[src/rtl/ahbl_sram_ctrl_pipe_if.sv]
// Request/response bus between the AHB-Lite slave front end and the SRAM control pipe.
// A request transfers on any cycle with req && ready; the master holds req and its fields stable until then.
interface ahbl_sram_ctrl_pipe_if #(
  parameter int DWIDTH = 32,
  parameter int AWIDTH = 19
);
  logic              req;
  logic              write;
  logic [2:0]        size;
  logic [AWIDTH-1:0] addr;
  logic [DWIDTH-1:0] wdata;
  logic              ready;
  logic              ack;
  logic              err;
  logic [DWIDTH-1:0] rdata;

  modport master (
    output req, write, size, addr, wdata,
    input  ready, ack, err, rdata
  );

  modport slave (
    input  req, write, size, addr, wdata,
    output ready, ack, err, rdata
  );
endinterface

[src/rtl/ahbl_sram_ctrl_pipe.sv]
// SRAM control pipe: checks size/alignment, issues one-cycle memory strobes on accept,
// waits RD_LATENCY cycles for read data and returns a one-cycle ack (with err on illegal requests).
module ahbl_sram_ctrl_pipe #(
  parameter  int DWIDTH     = 32,
  parameter  int AWIDTH     = 19,
  parameter  int RD_LATENCY = 1,
  localparam int NBYTES     = DWIDTH / 8,
  localparam int LSB        = $clog2(NBYTES)
) (
  input  logic                    HCLK,
  input  logic                    aresetn,
  ahbl_sram_ctrl_pipe_if.slave    bus,
  input  logic                    mem_busy,
  output logic                    mem_wen,
  output logic                    mem_ren,
  output logic [AWIDTH-LSB-1:0]   mem_addr,
  output logic [NBYTES-1:0]       mem_byteen,
  output logic [DWIDTH-1:0]       mem_wdata,
  input  logic [DWIDTH-1:0]       mem_rdata,
  output logic [2:0]              dbg_state
);

  typedef enum logic [2:0] {
    IDLE    = 3'd0,
    WR_ACK  = 3'd1,
    RD_WAIT = 3'd2,
    RD_ACK  = 3'd3,
    ERR_ACK = 3'd4
  } state_t;

  localparam logic [2:0] LAT = 3'(RD_LATENCY);

  state_t              state_q, state_d;
  logic [2:0]          cnt_q, cnt_d;
  logic [DWIDTH-1:0]   rdata_q, rdata_d;

  logic                ready_w;
  logic                accept;
  logic                misalign;
  logic                illegal;
  int                  lane_lo;
  int                  lane_n;
  logic [NBYTES-1:0]   lane_mask;

  // Request decode: legality and the contiguous byte-lane window of the access.
  always_comb begin
    ready_w   = (state_q != RD_WAIT) && !mem_busy;
    accept    = bus.req && ready_w;
    misalign  = 1'b0;
    for (int i = 0; i < LSB; i++) begin
      if ((i < int'(bus.size)) && bus.addr[i]) misalign = 1'b1;
    end
    illegal   = (bus.size > 3'(LSB)) || misalign;
    lane_lo   = int'(bus.addr[LSB-1:0]);
    lane_n    = 1 << bus.size;
    lane_mask = '0;
    for (int i = 0; i < NBYTES; i++) begin
      lane_mask[i] = (i >= lane_lo) && (i < lane_lo + lane_n);
    end
  end

  always_comb begin
    state_d    = state_q;
    cnt_d      = cnt_q;
    rdata_d    = rdata_q;
    mem_wen    = 1'b0;
    mem_ren    = 1'b0;
    mem_byteen = '0;
    case (state_q)
      RD_WAIT: begin
        if (cnt_q == 3'd1) begin
          rdata_d = mem_rdata;
          cnt_d   = 3'd0;
          state_d = RD_ACK;
        end else begin
          cnt_d = cnt_q - 3'd1;
        end
      end
      default: begin
        // IDLE and the ack states share accept handling so a new request can follow an ack directly.
        state_d = IDLE;
        if (accept) begin
          if (illegal) begin
            state_d = ERR_ACK;
          end else if (bus.write) begin
            mem_wen    = 1'b1;
            mem_byteen = lane_mask;
            state_d    = WR_ACK;
          end else begin
            mem_ren = 1'b1;
            cnt_d   = LAT;
            state_d = RD_WAIT;
          end
        end
      end
    endcase
  end

  always_ff @(posedge HCLK or negedge aresetn) begin
    if (!aresetn) begin
      state_q <= IDLE;
      cnt_q   <= 3'd0;
      rdata_q <= '0;
    end else begin
      state_q <= state_d;
      cnt_q   <= cnt_d;
      rdata_q <= rdata_d;
    end
  end

  assign bus.ready = ready_w;
  assign bus.ack   = (state_q == WR_ACK) || (state_q == RD_ACK) || (state_q == ERR_ACK);
  assign bus.err   = (state_q == ERR_ACK);
  assign bus.rdata = rdata_q;
  assign mem_addr  = bus.addr[AWIDTH-1:LSB];
  assign mem_wdata = bus.wdata;
  assign dbg_state = state_q;

endmodule

[src/flat_wrapper.sv]
// flat-port wrapper written by rule: the top's interface ports become plain ports
module ahbl_sram_ctrl_pipe_flat 
#(
  parameter  int DWIDTH     = 32,
  parameter  int AWIDTH     = 19,
  parameter  int RD_LATENCY = 1,
  localparam int NBYTES     = DWIDTH / 8,
  localparam int LSB        = $clog2(NBYTES)
)
  (HCLK, aresetn, mem_busy, mem_wen, mem_ren, mem_addr, mem_byteen, mem_wdata, mem_rdata, dbg_state, bus_req, bus_write, bus_size, bus_addr, bus_wdata, bus_ready, bus_ack, bus_err, bus_rdata);
  ahbl_sram_ctrl_pipe_if #(.DWIDTH(DWIDTH), .AWIDTH(AWIDTH)) bus_i ();
  input  logic HCLK;
  input  logic aresetn;
  input  logic mem_busy;
  output logic mem_wen;
  output logic mem_ren;
  output logic [AWIDTH-LSB-1:0] mem_addr;
  output logic [NBYTES-1:0] mem_byteen;
  output logic [DWIDTH-1:0] mem_wdata;
  input  logic [DWIDTH-1:0] mem_rdata;
  output logic [2:0] dbg_state;
  input wire logic [$bits(bus_i.req)-1:0] bus_req;
  input wire logic [$bits(bus_i.write)-1:0] bus_write;
  input wire logic [$bits(bus_i.size)-1:0] bus_size;
  input wire logic [$bits(bus_i.addr)-1:0] bus_addr;
  input wire logic [$bits(bus_i.wdata)-1:0] bus_wdata;
  output wire logic [$bits(bus_i.ready)-1:0] bus_ready;
  output wire logic [$bits(bus_i.ack)-1:0] bus_ack;
  output wire logic [$bits(bus_i.err)-1:0] bus_err;
  output wire logic [$bits(bus_i.rdata)-1:0] bus_rdata;
  assign bus_i.req = bus_req;
  assign bus_i.write = bus_write;
  assign bus_i.size = bus_size;
  assign bus_i.addr = bus_addr;
  assign bus_i.wdata = bus_wdata;
  assign bus_ready = bus_i.ready;
  assign bus_ack = bus_i.ack;
  assign bus_err = bus_i.err;
  assign bus_rdata = bus_i.rdata;
  ahbl_sram_ctrl_pipe #(.DWIDTH(DWIDTH), .AWIDTH(AWIDTH), .RD_LATENCY(RD_LATENCY)) u_core (.HCLK(HCLK), .aresetn(aresetn), .bus(bus_i), .mem_busy(mem_busy), .mem_wen(mem_wen), .mem_ren(mem_ren), .mem_addr(mem_addr), .mem_byteen(mem_byteen), .mem_wdata(mem_wdata), .mem_rdata(mem_rdata), .dbg_state(dbg_state));
endmodule
[config.mk]
export PLATFORM = sky130hd
export DESIGN_NAME = ahbl_sram_ctrl_pipe_flat
export DESIGN_NICKNAME = d
export VERILOG_FILES = /design/src/rtl/ahbl_sram_ctrl_pipe_if.sv /design/src/rtl/ahbl_sram_ctrl_pipe.sv /design/src/flat_wrapper.sv
export SDC_FILE = /design/constraint.sdc
export NUM_CORES = 1
export LEC_CHECK = 0
export CAP_MARGIN = 25
export CORE_AREA = 2 2 108 79
export DETAILED_ROUTE_END_ITERATION = 10
export DIE_AREA = 0 0 110 81
export PLACE_DENSITY = 0.72
export SLEW_MARGIN = 20
export SYNTH_ARGS = -nofsm -noshare
export SYNTH_HDL_FRONTEND = slang
export SYNTH_SLANG_ARGS = --single-unit
[constraint.sdc]
create_clock -name HCLK -period 4.1 [get_ports HCLK]
set_clock_uncertainty 0.1 [all_clocks]
set_input_delay 0.82 -clock HCLK [delete_from_list [all_inputs] [get_ports HCLK]]
set_output_delay 0.82 -clock HCLK [all_outputs]
set_load 0.005 [all_outputs]
==> results of run 1 <==
cell usage after synthesis, types with 2 or more instances:
library cell	number	area share
nor2_1	7	0.012
buf_12	4	0.036
dfrtp_1	38	0.43
a21oi_1	2	0.0045
nand3_1	2	0.0045
nand2b_1	2	0.0057
inv_1	8	0.014
mux2_4	29	0.20
buf_4	49	0.17
nand2_1	6	0.010
nor3_1	3	0.0068
ha_1	4	0.023
mux2_2	3	0.015
flip-flops by register name, summed over array words and instances (netlist names):
signal            count
u_core.dbg_state      3
u_core.bus.rdata     32
u_core.cnt_q          3
power by group through the flow:
stage	Sequential (mW)	Clock [mW]	Combinational, mW
global route	0.647	0.272	0.747
detailed placement	0.631	0	0.689
finish	0.624	0.241	0.689
floorplan	0.637	0	0.336
CTS	0.626	0.256	0.697
global placement	0.623	0	0.679
metal layers:
| metal | vias to the layer above | global-route usage | wire, um |
|---|---|---|---|
| met3 | 19 | 0.0337 | 441 |
| met1 | 665 | 0.108 | 1890 |
| met5 | - | 0 | 0 |
| met4 | 0 | 0.0468 | 96 |
| met2 | 64 | 0.147 | 1880 |
| li1 | 625 | - | - |
cells by family after synthesis:
| logic type | count (synthesis) | synth area share |
|---|---|---|
| muxes | 32 | 0.212 |
| buffers and inverters | 61 | 0.216 |
| adders and majority gates | 5 | 0.0317 |
| AOI/OAI and AO/OA | 12 | 0.0413 |
| DFF | 38 | 0.430 |
| and+or+nand+nor | 27 | 0.0690 |
cell type report:
cell class	count	area [um2]
multi-input combinational	76	805
clock buffer	5	68.8
sequential	38	951
timing repair buffer	90	885
inverter	8	30.0
clock inverter	2	10.0
tap	105	131
fill	795	5140
critical path: cells and delay by family:
kind / cells / cell delay (ps)
AO/OA/AOI/OAI: 2 / 490
AND/OR/NAND/NOR: 1 / 160
adder cells (fa/ha/maj): 2 / 540
buffers and inverters: 3 / 1030
through the flow:
stage	power [mW]	hold WS [ps]	utilization
2_1_floorplan	0.973	356	-
4_1_cts	1.58	397	0.355
3_3_place_gp	1.30	376	0.345
6_report	1.55	397	0.359
3_5_place_dp	1.32	374	0.345
5_1_grt	1.67	419	0.359
worst paths after layout:
kind                                           from              endpoint  depth (start not counted)
worst max-delay path                    bus_size[1]         mem_byteen[1]                          8
worst min-delay path                u_core.cnt_q[1]       u_core.cnt_q[1]                          1
worst max register to register  u_core.dbg_state[0]  u_core.bus.rdata[28]                          4
worst min register to register      u_core.cnt_q[1]       u_core.cnt_q[1]                          1
max in group asynchronous                   aresetn  u_core.bus.rdata[26]                          1
min in group asynchronous                   aresetn   u_core.bus.rdata[3]                          1
what timing repair did:
item                       in CTS  in global routing
setup endpoints to repair       1                  2
pin swaps                       0                  1
resized for setup               1                  6
buffers inserted                0                  1
==> report_table.html, run 1 <==
<table>
<tr><th>Metric</th><th>Value</th></tr>
<tr><th colspan="2">Synthesis</th></tr>
<tr><td>Sequential cell area fraction in the yosys report</td><td>0.430</td></tr>
<tr><td>Netlist area before placement</td><td>approximately 2200 um2</td></tr>
<tr><td>Post-synth top flop</td><td>dfrtp_1</td></tr>
<tr><td>Gate count of the mapped netlist</td><td>around 180</td></tr>
<tr><td>Yosys Warn Count</td><td>0</td></tr>
<tr><td>Number of synthesized register bits</td><td>38</td></tr>
<tr><td>Avg Inst Size Synth</td><td>around 13 um2</td></tr>
<tr><td>Share of async-settable or async-resettable flops after synthesis</td><td>1.00</td></tr>
<tr><td>Post-synth EDFFs</td><td>0</td></tr>
<tr><td>Distinct cell type count after synthesis</td><td>31</td></tr>
<tr><td>Net count after synthesis</td><td>approximately 270</td></tr>
<tr><th colspan="2">CTS</th></tr>
<tr><td>CTS Buf Count</td><td>5</td></tr>
<tr><td>CTS clk-pin slew, worst paths</td><td>approximately 70 ps</td></tr>
<tr><td>Clock H-tree levels</td><td>2</td></tr>
<tr><td>Clock tree from TritonCTS</td><td>yes</td></tr>
<tr><td>Hold-fix buffers, CTS</td><td>0</td></tr>
<tr><td>Largest buffer count on any clock path</td><td>2</td></tr>
<tr><td>Number of clock sinks seen by CTS</td><td>38</td></tr>
<tr><td>Clock network latency to the later pin of the worst-skew pair</td><td>~280 ps</td></tr>
<tr><td>Clk root buf</td><td>clkbuf_8</td></tr>
<tr><th colspan="2">Floorplan</th></tr>
<tr><td>Die Height</td><td>about 80 um</td></tr>
<tr><td>Count of boundary I/O pins</td><td>roughly 180</td></tr>
<tr><td>Area of the core</td><td>8020 um2</td></tr>
<tr><td>Die W</td><td>between 100 and 150 um</td></tr>
<tr><td>Effective utilization at floorplan</td><td>0.276</td></tr>
<tr><td>Std-Cell Rows</td><td>28</td></tr>
<tr><td>Area of the die</td><td>8910 um2</td></tr>
<tr><th colspan="2">Drt</th></tr>
<tr><td>Detailed Routing Iterations Pass 1</td><td>4</td></tr>
<tr><td>Total detailed-routing wirelength</td><td>about 4.3 mm</td></tr>
<tr><td>Number of design rule violations left after detail routing</td><td>0</td></tr>
<tr><td>Initial detailed-routing violation count</td><td>between 60 and 70</td></tr>
<tr><td>Number of nets with antenna violations after routing</td><td>0</td></tr>
<tr><td>Count of vias placed by the detailed router</td><td>roughly 1,400</td></tr>
<tr><td>Mean number of vias per cell</td><td>4.24</td></tr>
<tr><td>Routed length per instance</td><td>between 10 and 15 um</td></tr>
<tr><th colspan="2">Timing</th></tr>
<tr><td>Part of the cycle the worst path needs</td><td>0.965</td></tr>
<tr><td>Actual slew at the worst max-slew pin</td><td>about 860 ps</td></tr>
<tr><td>Count of pins over their slew limit</td><td>0</td></tr>
<tr><td>Post-layout worst setup margin</td><td>around 140 ps</td></tr>
<tr><td>Final min period</td><td>between 3000 and 4000 ps</td></tr>
<tr><td>Highest achievable clock rate</td><td>between 200 and 300 MHz</td></tr>
<tr><td>Headroom to the max-slew limit</td><td>0.425</td></tr>
<tr><td>Number of setup violations in the final report</td><td>0</td></tr>
<tr><td>RSZ-0062 raised after global routing</td><td>false</td></tr>
<tr><td>Setup TNS Final</td><td>0 ps</td></tr>
<tr><td>Final Hold Viols</td><td>0</td></tr>
<tr><th colspan="2">Setup path</th></tr>
<tr><td>Setup crit end kind</td><td>output pin</td></tr>
<tr><td>WP data required</td><td>3180 ps</td></tr>
<tr><td>Highest fanout seen on the critical path</td><td>3</td></tr>
<tr><td>Crit path cell chain</td><td>clkdlybuf4s50_1 &gt; nor3_2 &gt; ha_1 &gt; inv_1 &gt; fa_2 &gt; a22o_1 &gt; a211oi_2 &gt; clkdlybuf4s50_1</td></tr>
<tr><td>Startpoint class of the critical path</td><td>input pin</td></tr>
<tr><td>Signal arrival time at the worst endpoint</td><td>~3000 ps</td></tr>
<tr><td>Most Frequent Cell on Critical Path</td><td>clkdlybuf4s50_1</td></tr>
<tr><td>Critical path type</td><td>input pin to output pin</td></tr>
<tr><td>Highest cell delay on the worst timing path</td><td>530 ps</td></tr>
<tr><td>Register-to-register path setup slack</td><td>slightly below 2000 ps</td></tr>
<tr><td>Cell type of the slowest stage on the worst timing path</td><td>clkdlybuf4s50_1</td></tr>
<tr><th colspan="2">Placed design</th></tr>
<tr><td>Post-Place Worst Slack</td><td>-27.5 ps</td></tr>
<tr><td>Gpl congestion</td><td>roughly 0.8</td></tr>
<tr><td>Total placed cells including tap cells</td><td>316</td></tr>
<tr><td>Placed cell area</td><td>2770 um2</td></tr>
<tr><td>Half-perimeter wire length after detailed placement</td><td>~3.1 mm</td></tr>
<tr><td>Total of buffers placed on input and output ports</td><td>between 80 and 90</td></tr>
<tr><th colspan="2">Finish</th></tr>
<tr><td>Share of cells above drive strength 1</td><td>0.260</td></tr>
<tr><td>Most frequent standard cell in the layout excluding fill and tap cells</td><td>clkdlybuf4s50_1</td></tr>
<tr><td>Ant diodes</td><td>0</td></tr>
<tr><td>Final std cell area, no fill</td><td>between 2000 and 3000 um2</td></tr>
<tr><td>Number of nets in the final layout</td><td>approximately 320</td></tr>
<tr><td>Post-layout instance count excluding filler cells</td><td>between 300 and 400</td></tr>
<tr><td>Area added between synthesis and finish</td><td>30.2%</td></tr>
<tr><td>Most frequent cells in the layout</td><td>clkdlybuf4s50_1, dfrtp_1, mux2_4, inv_1</td></tr>
<tr><th colspan="2">GRT</th></tr>
<tr><td>Global-route wire length before repair</td><td>roughly 6.4 mm</td></tr>
<tr><td>Antenna violations before repair</td><td>0</td></tr>
<tr><td>Global Route Usage Sum</td><td>0.0916</td></tr>
<tr><td>GRT Residual Overflow</td><td>0</td></tr>
<tr><td>Vias in the first global route</td><td>around 1,300</td></tr>
<tr><td>Maximum number of pins on one net before global-route repair</td><td>39</td></tr>
<tr><th colspan="2">Power</th></tr>
<tr><td>Worst vdd ir</td><td>about 0.25 mV</td></tr>
<tr><td>Part of the total power dissipated in the clock network</td><td>0.155</td></tr>
<tr><td>Total net switching power</td><td>a little over 0.4 mW</td></tr>
<tr><td>Proportion of power drawn by combinational gates</td><td>0.443</td></tr>
<tr><td>Leakage</td><td>~1.3 nW</td></tr>
<tr><td>Portion of total power attributed to sequential cells</td><td>0.402</td></tr>
<tr><td>P per Cell Area</td><td>approximately 540 nW/um2</td></tr>
<tr><td>Switching part of the total</td><td>0.259</td></tr>
<tr><td>Cell-internal power</td><td>about 1.2 mW</td></tr>
<tr><th colspan="2">Hold path</th></tr>
<tr><td>Type of the worst min-delay path</td><td>flip-flop to flip-flop</td></tr>
<tr><th colspan="2">Job</th></tr>
<tr><td>Total of max-cap violations</td><td>0</td></tr>
<tr><th colspan="2">Outcome</th></tr>
<tr><td>Result of the run</td><td>finished, final reports clean</td></tr>
</table>
(Power assumes the default switching activity.)
==> run 2: changes to the inputs <==
Settings changed: ABC_CLOCK_PERIOD_IN_PS set to 4100.
==> results of run 2 <==
No change in the layout: final DEF, timing and power equal those of run 1.
==> edit (flow settings as in run 2) <==
`AWIDTH` is set to 19 in 3 places; all go to 38.
--- a/src/rtl/ahbl_sram_ctrl_pipe_if.sv
+++ b/src/rtl/ahbl_sram_ctrl_pipe_if.sv
@@ -2,7 +2,7 @@
 // A request transfers on any cycle with req && ready; the master holds req and its fields stable until then.
 interface ahbl_sram_ctrl_pipe_if #(
   parameter int DWIDTH = 32,
-  parameter int AWIDTH = 19
+  parameter int AWIDTH = 38
 );
   logic              req;
   logic              write;
--- a/src/rtl/ahbl_sram_ctrl_pipe.sv
+++ b/src/rtl/ahbl_sram_ctrl_pipe.sv
@@ -2,7 +2,7 @@
 // waits RD_LATENCY cycles for read data and returns a one-cycle ack (with err on illegal requests).
 module ahbl_sram_ctrl_pipe #(
   parameter  int DWIDTH     = 32,
-  parameter  int AWIDTH     = 19,
+  parameter  int AWIDTH     = 38,
   parameter  int RD_LATENCY = 1,
   localparam int NBYTES     = DWIDTH / 8,
   localparam int LSB        = $clog2(NBYTES)
--- a/src/flat_wrapper.sv
+++ b/src/flat_wrapper.sv
@@ -2,7 +2,7 @@
 module ahbl_sram_ctrl_pipe_flat 
 #(
   parameter  int DWIDTH     = 32,
-  parameter  int AWIDTH     = 19,
+  parameter  int AWIDTH     = 38,
   parameter  int RD_LATENCY = 1,
   localparam int NBYTES     = DWIDTH / 8,
   localparam int LSB        = $clog2(NBYTES)
Interface: changed (resized bus_addr and mem_addr); port bits go from 184 to 222. The function was not compared with the original's and may differ.
==> edit against run 2 <==
  * Routed wire length increased by 7.0%
  * Synthesized cell count increased by 11%
  * Clock power increased by 61%
  * Sequential cell count unchanged
  * Critical endpoint unchanged
  * Highest routed layer unchanged
  * Final area increased by 1.9%
  * Worst setup slack got worse by 0.043 ns
  * Power increased by 9.3%
  * Area after synthesis increased by 6.4%
  * Via count increased by 2.0%
==> edit: results (changes against run 2) <==
{
  "outcome": {
    "run_status": "complete, no violations"
  },
  "grt": {
    "met3_usage": {"value": 4.41, "unit": "%", "change": "+1.0 points"},
    "gr-usage-met1": {"value": 11.5, "unit": "%", "change": "+0.72 points"},
    "number_of_global_route_vias_before_repair": {"value": 1412, "change": "+5.1%"},
    "groute.layer.met2.usage": {"value": 14.2, "unit": "%", "change": "-0.49 points"},
    "grt_first_pass_wirelength": {"value": 6730, "unit": "um", "change": "+5.6%"},
    "gr-usage-all-layers": {"value": 9.82, "unit": "%", "change": "+0.66 points"}
  },
  "synth": {
    "synth_common_cells": "buf_4 (68), dfrtp_1 (38), mux2_4 (29)",
    "synth-seq-area-share": {"value": 40.4, "unit": "%", "change": "-2.6 points"},
    "synth_fp_nets": {"value": 309, "change": "+14%"},
    "netlist_top_cells_area": "dfrtp_1 (40%), buf_4 (22%), mux2_4 (18%)"
  },
  "pwr": {
    "ir_drop": {"value": 0.000203, "unit": "V", "change": "-18%"},
    "power.static_leakage": {"value": 1.28, "unit": "nW", "change": "+0.90%"}
  },
  "finish": {
    "finish.net_count": {"value": 333, "change": "+5.7%"}
  },
  "sta": {
    "timing_worst_slew_pin_value": {"value": 0.859, "unit": "ns", "change": "-0.00323 ns"}
  },
  "drt": {
    "drt_first_iter_violations": {"value": 61, "change": "-10%"},
    "drcViolationCount": {"value": 0, "change": "unchanged"},
    "wire_per_inst": {"value": 14.2, "unit": "um", "change": "+7.0%"},
    "route.detailed.vias_per_inst": {"value": 4.32, "change": "+2.0%"}
  },
  "setup_path": {
    "worst-path-max-fanout": {"value": 3, "change": "unchanged"},
    "worst_setup_path_startpoint": "bus_size[2]"
  },
  "place": {
    "gp_routability_congestion": {"value": 0.730, "change": "-6.9%"},
    "place_hpwl": {"value": 3360, "unit": "um", "change": "+9.0%"},
    "preCtsSetupSlack": {"value": -0.0509, "unit": "ns", "change": "-0.0234 ns"}
  },
  "clock_tree": {
    "cts_max_level": {"value": 2, "change": "unchanged"},
    "cts_inserted_buffers": {"value": 5, "change": "unchanged"}
  },
  "worst_hold_path": {
    "min-delay-path-class": "flop to flop"
  }
}
## edit: stage by stage
stage / setup TNS (ns) / std cells / hold WS [ns]
global route: -0.0222 / 324 / 0.435
floorplan: 0 / 194 / 0.356
global placement: 0 / 316 / 0.376
CTS: 0 / 324 / 0.402
detailed placement: -0.0509 / 316 / 0.379
finish: 0 / 324 / 0.398
## edit: final timing paths
check / to / slack, ns
max in group asynchronous: u_core.bus.rdata[1] / 2.82
max: mem_byteen[1] / 0.1
max reg2reg: u_core.bus.rdata[28] / 1.94
min in group asynchronous: u_core.bus.rdata[13] / 0.54
min: u_core.cnt_q[1] / 0.40
min reg2reg: u_core.cnt_q[1] / 0.40
## edit: layout make-up
class / count / area (sq um)
fill: 772 / 5090
sequential: 38 / 951
timing repair buffer: 89 / 875
multi-input combinational: 76 / 805
tap: 105 / 131
clock buffer: 6 / 82.6
clock inverter: 2 / 60.1
inverter: 8 / 30.0
## edit: critical path, cell delays in order
cell and delay (ns):
clkdlybuf4s50_1 0.44, nor3_2 0.20, ha_2 0.20, inv_1 0.05
fa_2 0.34, a22o_1 0.26, a211oi_2 0.23, clkdlybuf4s50_1 0.53
## edit: cells by family (layout without fill, tap and decap cells)
| group | after synthesis | count (layout) | share of synthesized area, % |
|---|---|---|---|
| buffers and inverters | 80 | 105 | 26.4 |
| and+or+nand+nor | 27 | 27 | 6.48 |
| muxes | 32 | 32 | 19.9 |
| AOI/OAI and AO/OA | 12 | 12 | 3.88 |
| adders and majority gates | 5 | 5 | 2.98 |
| DFF | 38 | 38 | 40.4 |
## edit: where the power goes
group	internal, mW	switching [mW]	total (mW)
Sequential	0.533	0.0895	0.622
Combinational	0.502	0.185	0.686
Clock	0.259	0.129	0.389
Total	1.29	0.403	1.70
## edit: routing by layer
metal	routed length, um	vias to the layer above
met5	0	-
met4	199	0
met3	505	35
met2	1980	84
met1	1930	663
li1	-	619
